--- config.mk ---
export PLATFORM = sky130hd
export DESIGN_NAME = tpu_mmu
export DESIGN_NICKNAME = d
export VERILOG_FILES = /design/src/rtl/tpu_pkg.sv /design/src/rtl/tpu_pe.sv /design/src/rtl/tpu_mmu.sv
export SDC_FILE = /design/constraint.sdc
export NUM_CORES = 2
export LEC_CHECK = 0
export CAP_MARGIN = 0
export CORE_MARGIN = 8
export CORE_UTILIZATION = 60
export CTS_CLUSTER_DIAMETER = 60
export DETAILED_ROUTE_END_ITERATION = 8
export PLACE_DENSITY = 0.88
export REMOVE_ABC_BUFFERS = 1
export SLEW_MARGIN = 20
export SYNTH_ARGS = -nofsm -noshare
export SYNTH_HDL_FRONTEND = slang
export SYNTH_SLANG_ARGS = --single-unit
--- constraint.sdc ---
create_clock -name clk -period 6.1 [get_ports clk]
set_input_delay 0.61 -clock clk [delete_from_list [all_inputs] [get_ports clk]]
set_output_delay 0.61 -clock clk [all_outputs]
set_load 0.01 [all_outputs]
--- src/rtl/tpu_pkg.sv ---
// Shared widths and element types for the 4x4 weight-stationary systolic array.
// Latency: n/a (package only).
// Backpressure: n/a.
package tpu_pkg;

    localparam int N      = 4;
    localparam int DATA_W = 8;
    localparam int ACC_W  = 24;
    localparam int PROD_W = 2 * DATA_W;

    typedef logic [DATA_W-1:0] data_t;
    typedef logic [PROD_W-1:0] prod_t;
    typedef logic [ACC_W-1:0]  acc_t;

endpackage : tpu_pkg

--- src/rtl/tpu_pe.sv ---
// One processing element: stationary weight, forwarded activation, accumulated partial sum.
// Latency: 1 cycle from inputs to registered wt/dat/psum outputs.
// Backpressure: none; load mode shifts the weight and clears dat/psum every edge.
module tpu_pe
    import tpu_pkg::*;
(
    input  logic  clk,
    input  logic  rst_n,
    input  logic  control_i,
    input  data_t wt_i,
    input  data_t data_i,
    input  acc_t  psum_i,
    output data_t wt_o,
    output data_t data_o,
    output acc_t  psum_o
);

    data_t wt_q,   wt_d;
    data_t dat_q,  dat_d;
    acc_t  psum_q, psum_d;
    prod_t prod;

    // Unsigned 8x8 product; it is zero-extended into the 24-bit accumulator.
    assign prod = data_i * wt_q;

    // Load mode shifts weights down and flushes the pipeline; compute mode holds weights and MACs.
    always_comb begin
        wt_d   = wt_q;
        dat_d  = dat_q;
        psum_d = psum_q;
        if (control_i) begin
            wt_d   = wt_i;
            dat_d  = '0;
            psum_d = '0;
        end else begin
            dat_d  = data_i;
            psum_d = psum_i + {{(ACC_W-PROD_W){1'b0}}, prod};
        end
    end

    // State registers with asynchronous clear.
    always_ff @(posedge clk or negedge rst_n) begin
        if (!rst_n) begin
            wt_q   <= '0;
            dat_q  <= '0;
            psum_q <= '0;
        end else begin
            wt_q   <= wt_d;
            dat_q  <= dat_d;
            psum_q <= psum_d;
        end
    end

    assign wt_o   = wt_q;
    assign data_o = dat_q;
    assign psum_o = psum_q;

endmodule : tpu_pe

--- src/rtl/tpu_mmu.sv ---
// 4x4 weight-stationary systolic matrix unit; driver supplies the input skew.
// Latency: vector k's column-c result is on pe3c_out right after edge k+3+c.
// Backpressure: none; one result per column per cycle, control=1 flushes in-flight sums.
module tpu_mmu
    import tpu_pkg::*;
(
    input  logic                  clk,
    input  logic                  rst_n,
    input  logic                  control,
    input  logic [N*DATA_W-1:0]   wt_arr,
    input  logic [N*DATA_W-1:0]   data_arr,
    output logic [ACC_W-1:0]      pe30_out,
    output logic [ACC_W-1:0]      pe31_out,
    output logic [ACC_W-1:0]      pe32_out,
    output logic [ACC_W-1:0]      pe33_out,
    output logic [N*ACC_W-1:0]    acc_out
);

    // Registered outputs of every PE, kept as 2-D arrays so they can be probed by row/column.
    data_t wt_out   [N][N];
    data_t data_out [N][N];
    acc_t  psum_out [N][N];

    genvar gr, gc;
    generate
        for (gr = 0; gr < N; gr++) begin : g_row
            for (gc = 0; gc < N; gc++) begin : g_col
                data_t wt_in;
                data_t dat_in;
                acc_t  ps_in;

                // Weights and partial sums flow down the columns; row 0 takes them from the ports.
                if (gr == 0) begin : g_top
                    assign wt_in = wt_arr[gc*DATA_W +: DATA_W];
                    assign ps_in = '0;
                end else begin : g_below
                    assign wt_in = wt_out[gr-1][gc];
                    assign ps_in = psum_out[gr-1][gc];
                end

                // Activations flow right along the rows; column 0 takes them from the ports.
                if (gc == 0) begin : g_left
                    assign dat_in = data_arr[gr*DATA_W +: DATA_W];
                end else begin : g_right
                    assign dat_in = data_out[gr][gc-1];
                end

                tpu_pe u_pe (
                    .clk       (clk),
                    .rst_n     (rst_n),
                    .control_i (control),
                    .wt_i      (wt_in),
                    .data_i    (dat_in),
                    .psum_i    (ps_in),
                    .wt_o      (wt_out[gr][gc]),
                    .data_o    (data_out[gr][gc]),
                    .psum_o    (psum_out[gr][gc])
                );
            end
        end
    endgenerate

    assign pe30_out = psum_out[N-1][0];
    assign pe31_out = psum_out[N-1][1];
    assign pe32_out = psum_out[N-1][2];
    assign pe33_out = psum_out[N-1][3];
    assign acc_out  = {pe33_out, pe32_out, pe31_out, pe30_out};

endmodule : tpu_mmu

==> results.cfg <==
[run_status]
outcome = finished clean

[setup_path]
r2r-end = g_row[0].g_col[1].u_pe.psum_o[12]
start_kind = input port
rr_startpoint = g_row[0].g_col[1].u_pe.wt_o[2]
r2r_slack_ns = 1.10
cp.required_ns = 6.61
cp-end-kind = flop
crit_type = in2reg
cp_max_fo = 9
cp_data_arrival_time_ns = 5.67
reg2regPathDepth = 15

[grt]
grt_usage_pct = 23.66
grt_pass1_vias = 45500
overflow = 0
antenna_found_initial = 0
grt_busiest_layer = met2
grt_util_met2_pct = 44.31
grt_pass1_wl_um = 213100
grt_start_max_net_pins = 177
grt_util_met1_pct = 27.12
met3_usage_pct = 3.223

[worst_hold_path]
hp-start = control
hold_depth = 2
hold_end = g_row[2].g_col[0].u_pe.psum_o[2]
hp-class = in2reg

[run]
maxCapViolCount = 0

[routing]
drc_errors = 0
vias_per_cell = 5.389
vias = 40420
drt_iter0_drc = 2122
firstDrtPassIters = 5
ant_nets = 0
routedWlPerCell_um = 16.24
drt_wl_total_um = 121800

[placed_design]
portBuffers = 226
gp_congestion = 0.8767
dpl.hpwl_um = 93760
dp_cells = 7365

[die]
design.core.area_mm2 = 0.09515
fp-row-count = 113
io_pins = 259
dieArea_mm2 = 0.1062
dieHeight_um = 325.9
initial_core_util_pct = 60.54
die_w_um = 325.9

[sta]
skew_ns = 0.02951
hold_viol = 0
relSlewSlack_pct = 35.82
fin_crit_sh_pct = 84.46
fmax_mhz = 194.1
rsz0062_at_grt = false
final-max-slew-violation-count = 0
period_needed_ns = 5.152
setup_viol_count_final = 0
tightest_slew_ns = 0.9626
final.setup.tns_ns = 0

[layout]
diodes = 0
fin_cells = 7500
area_growth_pct = 9.068
final_net_count = 7603
drive_gt1_share_pct = 5.180

[synth]
async_reset_ff_share_pct = 100.0
synth.distinct_cells = 76
yosysWarnings = 0
synth_top_cell_by_area = fa_1
ys_seq_elements = 512
synthTopCellsByCount = 1400 x inv_1, 748 x fa_1, 623 x and2_1
syn_area_per_cell_um2 = 9.439
ys_seq_area_share_pct = 22.24
ys_top_cells_by_area = fa_1 26%, dfrtp_1 22%, ha_1 13%, inv_1 9.1%, and2_1 6.8%
postSynthCellCount = 6103
syn_area_mm2 = 0.05761
synth_edf_count = 0
yosys.cell_count.top_type = inv_1
synth_ff_type = dfrtp_1
synth_top_area_share_pct = 25.99

[cts]
clockBufferDepth = 3
cts.sinks = 512
cts.clk_slew.worst_paths_ns = 0.05
cts_tree = done
root_buffer = clkbuf_16
postCtsSetupRepairBufs = 0
h-tree-depth = 3
cts_made_buffers = 73
insertion_delay_ns = 0.65

[power_and_ir_drop]
power.density_mw_per_mm2 = 367.3
vdd_ir_drop_max_mv = 0.5589
leakage_nw = 33.66
## worst max-delay path: stages
cell	delay, ns
clkdlybuf4s50_1	0.74
nand2_1	0.15
fa_1	0.51
fa_1	0.55
inv_1	0.05
fa_1	0.47
inv_1	0.05
fa_1	0.48
inv_1	0.04
ha_1	0.31
a21oi_1	0.19
o21ai_0	0.25
a21oi_1	0.40
o21ai_0	0.25
a31oi_1	0.26
mux2_2	0.36
## how the worst max path moves through the flow
stage                                   startpoint                           endpoint  slack, ns  cells past startpoint
floorplan           g_row[2].g_col[2].u_pe.wt_o[0]  g_row[2].g_col[2].u_pe.psum_o[15]       1.61                     15
global placement                      data_arr[29]  g_row[3].g_col[0].u_pe.psum_o[17]       0.54                     16
detailed placement                    data_arr[28]  g_row[3].g_col[0].u_pe.psum_o[17]       0.39                     16
CTS                                   data_arr[28]  g_row[3].g_col[0].u_pe.psum_o[17]       1.06                     16
global route                          data_arr[31]  g_row[3].g_col[0].u_pe.psum_o[17]       0.71                     16
finish                                data_arr[28]  g_row[3].g_col[0].u_pe.psum_o[17]       0.95                     16
## logic make-up (layout without fill, tap and decap cells)
kind of cell	count (synthesis)	in the layout	share of synthesized area, %
AND/OR/NAND/NOR	1758	1758	15.75
buffers and inverters	1670	1771	11.64
adder cells (fa/ha/maj)	1360	1360	39.29
flip-flops	512	512	22.24
AO/OA/AOI/OAI	508	508	5.912
multiplexers	166	166	3.223
XOR/XNOR	128	128	1.946
other	1	32	0.006509
## registers in the layout, indices dropped and copies added (netlist names)
register	cells
g_row.g_col.u_pe.data_o	96
g_row.g_col.u_pe.psum_o	288
g_row.g_col.u_pe.wt_o	128
## per-stage QoR
| stage | util [%] | hold WS, ns | setup slack (ns) | power (W) | cell area (um^2) |
|---|---|---|---|---|---|
| 2_1_floorplan | - | 0.3144 | 1.610 | 0.01484 | 56270 |
| 3_3_place_gp | 63.34 | 0.5886 | 0.5421 | 0.01772 | 60270 |
| 3_5_place_dp | 63.34 | 0.5970 | 0.3927 | 0.01838 | 60270 |
| 4_1_cts | 66.03 | 0.3948 | 1.060 | 0.02314 | 62830 |
| 5_1_grt | 66.03 | 0.4550 | 0.7116 | 0.02546 | 62830 |
| 6_report | 66.03 | 0.4417 | 0.9478 | 0.02308 | 62830 |
## metal layers
metal  wire, um  share of wire (%)
met2      65300                 54
met4       4448                3.7
met1      46720                 38
met3       5295                4.3
met5          0                  0
## layout by cell type (no fill, tap or decap), types with 156 or more instances in the layout
master and instances:
dfrtp_1 512, fa_1 748, nand2_1 496, nor2_1 252, mux2_2 156, ha_1 612, clkdlybuf4s50_1 224, nor2b_1 213
and2_1 623, inv_1 1400
## cell type report
class	count	area, um^2
Clock buffer	93	2087
Clock inverter	41	469.2
Fill cell	6862	32320
Inverter	1400	5255
Multi-Input combinational cell	3952	38210
Sequential cell	512	12810
Tap cell	1265	1583
Timing Repair Buffer	237	2420
## report_power, final
part / switching (W) / leakage [nW] / internal, W
Combinational: 0.00793 / 25.8 / 0.00593
Sequential: 0.000713 / 6.64 / 0.00405
Clock: 0.00173 / 1.26 / 0.00272
## repair_timing
action / in CTS / in global routing
gates resized for setup: 0 / 0
hold endpoints to repair: 21 / 0
endpoints found under the setup margin: 0 / 0
hold buffers: 1 / 0
Power figures use the tool's default switching activity.
